[config.mk]
export PLATFORM = sky130hd
export DESIGN_NAME = rot_lut_arbiter_flat
export DESIGN_NICKNAME = d
export VERILOG_FILES = /design/src/rtl/rot_lut_arbiter_if.sv /design/src/rtl/rot_lut_arbiter.sv /design/src/flat_wrapper.sv
export SDC_FILE = /design/constraint.sdc
export NUM_CORES = 1
export LEC_CHECK = 0
export CAP_MARGIN = 20
export CORE_UTILIZATION = 54
export DETAILED_ROUTE_END_ITERATION = 12
export PLACE_DENSITY = 0.84
export SYNTH_ARGS = -nofsm -noshare
export SYNTH_HDL_FRONTEND = slang
export SYNTH_SLANG_ARGS = --single-unit
[constraint.sdc]
create_clock -name clock -period 6.3 [get_ports clock]
set_input_delay 1.575 -clock clock [delete_from_list [all_inputs] [get_ports clock]]
set_output_delay 1.575 -clock clock [all_outputs]
set_load 0.02 [all_outputs]
[src/rtl/rot_lut_arbiter_if.sv]
// Request, response and ROM-side signals shared between the rotation LUT
// arbiter and its two requesters / the rotation ROM.
interface rot_lut_arbiter_if #(
    parameter int ADDR_W = 11
);
    logic [ADDR_W-1:0] req0_addr;
    logic [ADDR_W-1:0] req1_addr;
    logic              req0_stb;
    logic              req1_stb;
    logic              req0_full;
    logic              req1_full;
    logic [31:0]       resp0_data;
    logic [31:0]       resp1_data;
    logic              resp0_stb;
    logic              resp1_stb;
    logic [ADDR_W-1:0] lut_addr;
    logic [31:0]       lut_data;

    modport master (
        output req0_addr, req1_addr, req0_stb, req1_stb, lut_data,
        input  req0_full, req1_full, resp0_data, resp1_data,
        input  resp0_stb, resp1_stb, lut_addr
    );

    modport slave (
        input  req0_addr, req1_addr, req0_stb, req1_stb, lut_data,
        output req0_full, req1_full, resp0_data, resp1_data,
        output resp0_stb, resp1_stb, lut_addr
    );
endinterface

[src/rtl/rot_lut_arbiter.sv]
// Shares one rotation ROM between two requesters: per-requester address
// queues, round-robin or fixed-priority grant, and tagged response return.
module rot_lut_arbiter #(
    parameter int         ADDR_W     = 11,
    parameter int         FIFO_DEPTH = 4,
    parameter logic [7:0] SR_ADDR    = 8'd20
) (
    input  logic             clock,
    input  logic             reset,
    input  logic             enable,
    input  logic             set_stb,
    input  logic [7:0]       set_addr,
    input  logic [31:0]      set_data,
    output logic [1:0]       ovf,
    rot_lut_arbiter_if.slave bus
);
    localparam int PTR_W = $clog2(FIFO_DEPTH);
    localparam int CNT_W = PTR_W + 1;
    localparam logic [PTR_W-1:0] PTR_ONE  = PTR_W'(1'b1);
    localparam logic [CNT_W-1:0] CNT_ONE  = CNT_W'(1'b1);
    localparam logic [CNT_W-1:0] CNT_FULL = CNT_W'(FIFO_DEPTH);

    logic [ADDR_W-1:0] mem_q [2][FIFO_DEPTH];
    logic [PTR_W-1:0]  wr_ptr_q [2];
    logic [PTR_W-1:0]  wr_ptr_d [2];
    logic [PTR_W-1:0]  rd_ptr_q [2];
    logic [PTR_W-1:0]  rd_ptr_d [2];
    logic [CNT_W-1:0]  cnt_q [2];
    logic [CNT_W-1:0]  cnt_d [2];
    logic [31:0]       resp_data_q [2];
    logic [31:0]       resp_data_d [2];
    logic [1:0]        full_q, full_d, ovf_q, ovf_d, resp_stb_q, resp_stb_d;
    logic              mode_q, mode_d, last_q, last_d;
    logic [ADDR_W-1:0] lut_addr_q, lut_addr_d;
    logic              tag1_vld_q, tag1_id_q, tag2_vld_q, tag2_id_q;

    logic [ADDR_W-1:0] req_addr_s [2];
    logic [1:0]        req_stb_s, push_s, pop_s, drop_s, nonempty_s;
    logic              gnt_vld_s, gnt_id_s, sr_hit_s, unused_set_s;

    assign req_addr_s[0] = bus.req0_addr;
    assign req_addr_s[1] = bus.req1_addr;
    assign req_stb_s     = {bus.req1_stb, bus.req0_stb};
    assign unused_set_s  = ^set_data[31:2];

    // Full is registered, so a pop in the same cycle never frees room for a push.
    assign push_s     = req_stb_s & {2{enable}} & ~full_q;
    assign drop_s     = req_stb_s & {2{enable}} & full_q;
    assign pop_s      = {gnt_vld_s & gnt_id_s, gnt_vld_s & ~gnt_id_s};
    assign nonempty_s = {cnt_q[1] != '0, cnt_q[0] != '0};
    assign sr_hit_s   = set_stb && (set_addr == SR_ADDR);

    // Grant selection: single contender wins; ties go by mode and last grant.
    always_comb begin
        gnt_vld_s = 1'b0;
        gnt_id_s  = 1'b0;
        if (enable) begin
            case (nonempty_s)
                2'b01: begin
                    gnt_vld_s = 1'b1;
                    gnt_id_s  = 1'b0;
                end
                2'b10: begin
                    gnt_vld_s = 1'b1;
                    gnt_id_s  = 1'b1;
                end
                2'b11: begin
                    gnt_vld_s = 1'b1;
                    gnt_id_s  = mode_q ? 1'b0 : ~last_q;
                end
                default: begin
                    gnt_vld_s = 1'b0;
                    gnt_id_s  = 1'b0;
                end
            endcase
        end else begin
            gnt_vld_s = 1'b0;
            gnt_id_s  = 1'b0;
        end
    end

    // Next-state for queues, settings, issue register and response stage.
    always_comb begin
        for (int n = 0; n < 2; n++) begin
            wr_ptr_d[n] = push_s[n] ? wr_ptr_q[n] + PTR_ONE : wr_ptr_q[n];
            rd_ptr_d[n] = pop_s[n] ? rd_ptr_q[n] + PTR_ONE : rd_ptr_q[n];
            case ({push_s[n], pop_s[n]})
                2'b10:   cnt_d[n] = cnt_q[n] + CNT_ONE;
                2'b01:   cnt_d[n] = cnt_q[n] - CNT_ONE;
                default: cnt_d[n] = cnt_q[n];
            endcase
            full_d[n] = (cnt_d[n] == CNT_FULL);
        end
        if (gnt_vld_s) begin
            lut_addr_d = mem_q[gnt_id_s][rd_ptr_q[gnt_id_s]];
            last_d     = gnt_id_s;
        end else begin
            lut_addr_d = lut_addr_q;
            last_d     = last_q;
        end
        // A fresh overflow is OR-ed in after the clear so it is never lost.
        ovf_d  = ((sr_hit_s && set_data[1]) ? 2'b00 : ovf_q) | drop_s;
        mode_d = sr_hit_s ? set_data[0] : mode_q;
        resp_stb_d = {tag2_vld_q & tag2_id_q, tag2_vld_q & ~tag2_id_q};
        for (int n = 0; n < 2; n++) begin
            resp_data_d[n] = resp_stb_d[n] ? bus.lut_data : resp_data_q[n];
        end
    end

    // State registers; the tag pipeline tracks the one-cycle ROM latency.
    always_ff @(posedge clock or negedge reset) begin
        if (!reset) begin
            for (int n = 0; n < 2; n++) begin
                for (int k = 0; k < FIFO_DEPTH; k++) begin
                    mem_q[n][k] <= '0;
                end
                wr_ptr_q[n]    <= '0;
                rd_ptr_q[n]    <= '0;
                cnt_q[n]       <= '0;
                resp_data_q[n] <= 32'h0000_0000;
            end
            full_q     <= 2'b00;
            ovf_q      <= 2'b00;
            resp_stb_q <= 2'b00;
            mode_q     <= 1'b0;
            last_q     <= 1'b1;
            lut_addr_q <= '0;
            tag1_vld_q <= 1'b0;
            tag1_id_q  <= 1'b0;
            tag2_vld_q <= 1'b0;
            tag2_id_q  <= 1'b0;
        end else begin
            for (int n = 0; n < 2; n++) begin
                if (push_s[n]) begin
                    mem_q[n][wr_ptr_q[n]] <= req_addr_s[n];
                end
                wr_ptr_q[n]    <= wr_ptr_d[n];
                rd_ptr_q[n]    <= rd_ptr_d[n];
                cnt_q[n]       <= cnt_d[n];
                resp_data_q[n] <= resp_data_d[n];
            end
            full_q     <= full_d;
            ovf_q      <= ovf_d;
            resp_stb_q <= resp_stb_d;
            mode_q     <= mode_d;
            last_q     <= last_d;
            lut_addr_q <= lut_addr_d;
            tag1_vld_q <= gnt_vld_s;
            tag1_id_q  <= gnt_id_s;
            tag2_vld_q <= tag1_vld_q;
            tag2_id_q  <= tag1_id_q;
        end
    end

    assign bus.req0_full  = full_q[0];
    assign bus.req1_full  = full_q[1];
    assign bus.resp0_data = resp_data_q[0];
    assign bus.resp1_data = resp_data_q[1];
    assign bus.resp0_stb  = resp_stb_q[0];
    assign bus.resp1_stb  = resp_stb_q[1];
    assign bus.lut_addr   = lut_addr_q;
    assign ovf            = ovf_q;
endmodule

[src/flat_wrapper.sv]
// flat-port wrapper written by rule: the top's interface ports become plain ports
module rot_lut_arbiter_flat 
#(
    parameter int         ADDR_W     = 11,
    parameter int         FIFO_DEPTH = 4,
    parameter logic [7:0] SR_ADDR    = 8'd20
)
  (clock, reset, enable, set_stb, set_addr, set_data, ovf, bus_req0_addr, bus_req1_addr, bus_req0_stb, bus_req1_stb, bus_lut_data, bus_req0_full, bus_req1_full, bus_resp0_data, bus_resp1_data, bus_resp0_stb, bus_resp1_stb, bus_lut_addr);
  rot_lut_arbiter_if #(.ADDR_W(ADDR_W)) bus_i ();
  input  logic clock;
  input  logic reset;
  input  logic enable;
  input  logic set_stb;
  input  logic [7:0] set_addr;
  input  logic [31:0] set_data;
  output logic [1:0] ovf;
  input wire logic [$bits(bus_i.req0_addr)-1:0] bus_req0_addr;
  input wire logic [$bits(bus_i.req1_addr)-1:0] bus_req1_addr;
  input wire logic [$bits(bus_i.req0_stb)-1:0] bus_req0_stb;
  input wire logic [$bits(bus_i.req1_stb)-1:0] bus_req1_stb;
  input wire logic [$bits(bus_i.lut_data)-1:0] bus_lut_data;
  output wire logic [$bits(bus_i.req0_full)-1:0] bus_req0_full;
  output wire logic [$bits(bus_i.req1_full)-1:0] bus_req1_full;
  output wire logic [$bits(bus_i.resp0_data)-1:0] bus_resp0_data;
  output wire logic [$bits(bus_i.resp1_data)-1:0] bus_resp1_data;
  output wire logic [$bits(bus_i.resp0_stb)-1:0] bus_resp0_stb;
  output wire logic [$bits(bus_i.resp1_stb)-1:0] bus_resp1_stb;
  output wire logic [$bits(bus_i.lut_addr)-1:0] bus_lut_addr;
  assign bus_i.req0_addr = bus_req0_addr;
  assign bus_i.req1_addr = bus_req1_addr;
  assign bus_i.req0_stb = bus_req0_stb;
  assign bus_i.req1_stb = bus_req1_stb;
  assign bus_i.lut_data = bus_lut_data;
  assign bus_req0_full = bus_i.req0_full;
  assign bus_req1_full = bus_i.req1_full;
  assign bus_resp0_data = bus_i.resp0_data;
  assign bus_resp1_data = bus_i.resp1_data;
  assign bus_resp0_stb = bus_i.resp0_stb;
  assign bus_resp1_stb = bus_i.resp1_stb;
  assign bus_lut_addr = bus_i.lut_addr;
  rot_lut_arbiter #(.ADDR_W(ADDR_W), .FIFO_DEPTH(FIFO_DEPTH), .SR_ADDR(SR_ADDR)) u_core (.clock(clock), .reset(reset), .enable(enable), .set_stb(set_stb), .set_addr(set_addr), .set_data(set_data), .ovf(ovf), .bus(bus_i));
endmodule
==> flow_summary.yaml <==
power_and_ir_drop:
  ir_drop_v: 0.000260
  power.static_leakage_nw: 4.36
  power_density_mw_per_mm2: 528
routing:
  drt_pass1_iterations: 5
  drt_wl_total_um: 17900
  post_drt_via_cell_ratio: 5.76
  via_count: 5226
  remaining_drc_errors: 0
  wl_per_cell_um: 19.7
  ant_nets: 0
  drt_iter0_markers: 316
clock_network:
  postCtsSetupBuffers: 0
  cts_num_sinks: 189
  clk_pin_slew_ns: 0.07
  post_cts_resized: 0
  clk_root_buffer_cell: "sky130_fd_sc_hd__clkbuf_16"
  ctsHtreeMaxLevel: 4
  tritoncts_clock_tree: "built"
  cts_made_buffers: 17
  cts-hold-fix-buffers: 0
  cts-root-to-sink-buffers: 2
  later_pin_clock_latency_in_the_skew_report_ns: 0.43
floorplan:
  die_area_sq_mm: 0.0153
  initial_util_pct: 55.2
  horizontal_extent_of_the_die_um: 124
  core_sq_mm: 0.0145
  rows: 44
  floorplan.io_pins: 181
  die-height_um: 124
yosys:
  synth.ff_latch_count: 189
  synth_area_per_cell_sq_um: 14.1
  post_synth_main_area_contributors: "sky130_fd_sc_hd__dfrtp_1, sky130_fd_sc_hd__mux2_2, sky130_fd_sc_hd__or3_1"
  synthDistinctLibCells: 45
  ys_warn_count: 0
  synth_nets: 679
  netlist_area_sq_mm: 0.00802
  post-synth-top-area-fraction_pct: 58.7
  synth-edff-count: 0
  synth-main-ff-cell: "sky130_fd_sc_hd__dfrtp_1"
  synth_seq_area_share_pct: 59.0
  post-synth-top-count-cell: "sky130_fd_sc_hd__dfrtp_1"
  synthDominantAreaCellType: "sky130_fd_sc_hd__dfrtp_1"
  async_reset_ff_share_pct: 100
  syn-instance-count: 567
  synth_commonest_cells: "sky130_fd_sc_hd__dfrtp_1, sky130_fd_sc_hd__mux2_2, sky130_fd_sc_hd__nand2_1"
cells_and_area:
  filler_cell_count: 986
  final_area_sq_mm: 0.0102
  seq_area_sq_mm: 0.00473
  design.final.nets: 822
  relative_area_change_from_synthesis_to_final_layout_pct: 27.3
  n_antenna_cell: 0
  multiInputGateArea_sq_mm: 0.00305
  final_core_utilization_pct: 70.2
  share_of_layout_cells_above_drive_strength_1_pct: 26.4
critical_path:
  largest_fanout_on_the_critical_path: 43
  signal_arrival_time_at_the_worst_endpoint_ns: 4.44
  critPathKind: "in2reg"
  r2r_cells: 11
  setup.worst_path.start_class: "input pin"
  regToRegStartpoint: "u_core.cnt_q[0]"
  rrSetupSlack_ns: 3.20
  endpoint_kind: "register"
  worst_ep_required_time_ns: 6.64
  critical_path.reg2reg.endpoint: "u_core.full_q[0]"
min_path:
  min-delay-start: "u_core.tag1_vld_q"
  holdCritPathClass: "reg2reg"
  worst_hold_path_stage_count: 0
  min_delay_worst_endpoint: "u_core.tag2_vld_q"
global_routing:
  maximum_number_of_pins_on_one_net_before_global_route_repair: 92
  antenna_found_initial: 0
  global_route.overflow_total: 0
  via_count_of_the_first_global_routing_pass: 5261
  grt_resource_usage_total_pct: 24.3
  first_pass_grt_wire_length_um: 27600
timing:
  achievable-frequency_ghz: 0.244
  min_period_ns: 4.10
  tightest_slew_ns: 1.15
  final_period_util_pct: 65.1
  fin_worst_skew_ns: 0.00786
  final_hold_viol_count: 0
  finalSetupTns_ns: 0
  timing.slew.headroom_pct: 23.4
  final_max_slew_viol_count: 0
  grt_setup_unrepaired: "false"
  setup_viol: 0
status:
  run_status: "completed"
place:
  detailed_place.area_sq_mm: 0.00963
  place.port_buffers: 150
  dp_hpwl_um: 11800
  gp_congestion: 0.769
job:
  max_cap_violations: 0
layer usage:
metal / GRT usage [%] / part of all wire, %
met1: 29.7 / 39
met2: 41.0 / 50
met3: 5.68 / 8.5
met4: 11.2 / 2.1
met5: 0 / 0
power by group:
group	total (mW)	internal, mW	switching, mW
logic	2.17	1.14	1.03
registers	2.18	1.80	0.384
clock network	1.04	0.579	0.459
state kept, by name, indices dropped and copies added (netlist names):
signal	cells
u_core.mem_q	88
u_core.bus.resp1_data	32
u_core.tag1_vld_q	1
u_core.tag2_vld_q	1
u_core.wr_ptr_q	4
u_core.full_q	2
u_core.resp_stb_q	2
u_core.mode_q	1
u_core.last_q	1
u_core.ovf	2
u_core.tag1_id_q	1
u_core.rd_ptr_q	4
u_core.cnt_q	6
u_core.bus.lut_addr	11
u_core.bus.resp0_data	32
u_core.tag2_id_q	1
metrics by stage:
| stage | hold slack, ns | std cells | setup WS, ns | power, mW |
|---|---|---|---|---|
| 2_1_floorplan | 0.331 | 567 | 3.02 | 3.49 |
| 3_3_place_gp | 0.336 | 875 | 1.93 | 4.25 |
| 3_5_place_dp | 0.341 | 875 | 1.77 | 4.37 |
| 4_1_cts | 0.356 | 907 | 2.24 | 5.42 |
| 5_1_grt | 0.357 | 907 | 1.92 | 5.69 |
| 6_report | 0.354 | 907 | 2.20 | 5.39 |
final cells by class:
class	instances	share of cell area, %
sequential	189	46.4
timing repair buffer	156	15.2
inverter	18	0.687
clock buffer	20	4.57
clock inverter	12	1.09
multi-input combinational	328	29.9
tap	184	2.26
cells by family after synthesis:
group / after synthesis / share of synthesized area [%]
flip-flops: 189 / 59.0
multiplexers: 161 / 22.5
AND/OR/NAND/NOR: 84 / 5.60
AO/OA/AOI/OAI: 59 / 6.57
buffers and inverters: 50 / 2.95
XOR/XNOR: 12 / 1.31
adder cells (fa/ha/maj): 12 / 2.06
cells in the final DEF, fill, tap and decap left out, drive strengths merged:
cell / count
a21boi: 1
nor2: 5
buf: 7
a221oi: 11
a32o: 2
nor4bb: 1
clkinvlp: 2
o31ai: 1
mux2i: 8
o211ai: 11
o22ai: 1
clkdlybuf4s50: 149
nor3: 1
nand3b: 1
dfstp: 1
ha: 10
nand4: 1
clkbuf: 20
fa: 2
nor3b: 2
xor2: 6
o21ai: 3
o311ai: 11
mux2: 153
bufinv: 1
nand2: 36
dfrtp: 188
clkinv: 6
o32ai: 2
nand2b: 2
nand3: 4
a22o: 8
inv: 21
o2111ai: 8
and2: 1
or3: 29
xnor2: 6
nor4: 1
critical path, stage by stage:
cell and delay [ns]:
sky130_fd_sc_hd__clkdlybuf4s50_1 0.63, sky130_fd_sc_hd__nand3_4 0.39, sky130_fd_sc_hd__inv_4 0.25, sky130_fd_sc_hd__nor2_2 0.24, sky130_fd_sc_hd__ha_1 0.20, sky130_fd_sc_hd__inv_1 0.06
sky130_fd_sc_hd__fa_1 0.38, sky130_fd_sc_hd__xor2_1 0.15, sky130_fd_sc_hd__nor2_1 0.12, sky130_fd_sc_hd__xor2_1 0.18, sky130_fd_sc_hd__nor3b_1 0.23
how the worst max path moves through the flow:
stage | startpoint | endpoint | slack [ns] | cells after the start
global route | enable | u_core.full_q[0] | 1.92 | 11
CTS | enable | u_core.full_q[0] | 2.24 | 11
global placement | enable | u_core.full_q[0] | 1.93 | 11
finish | enable | u_core.full_q[0] | 2.20 | 11
floorplan | enable | u_core.full_q[0] | 3.02 | 10
detailed placement | enable | u_core.full_q[0] | 1.77 | 11
(Power assumes the default switching activity.)
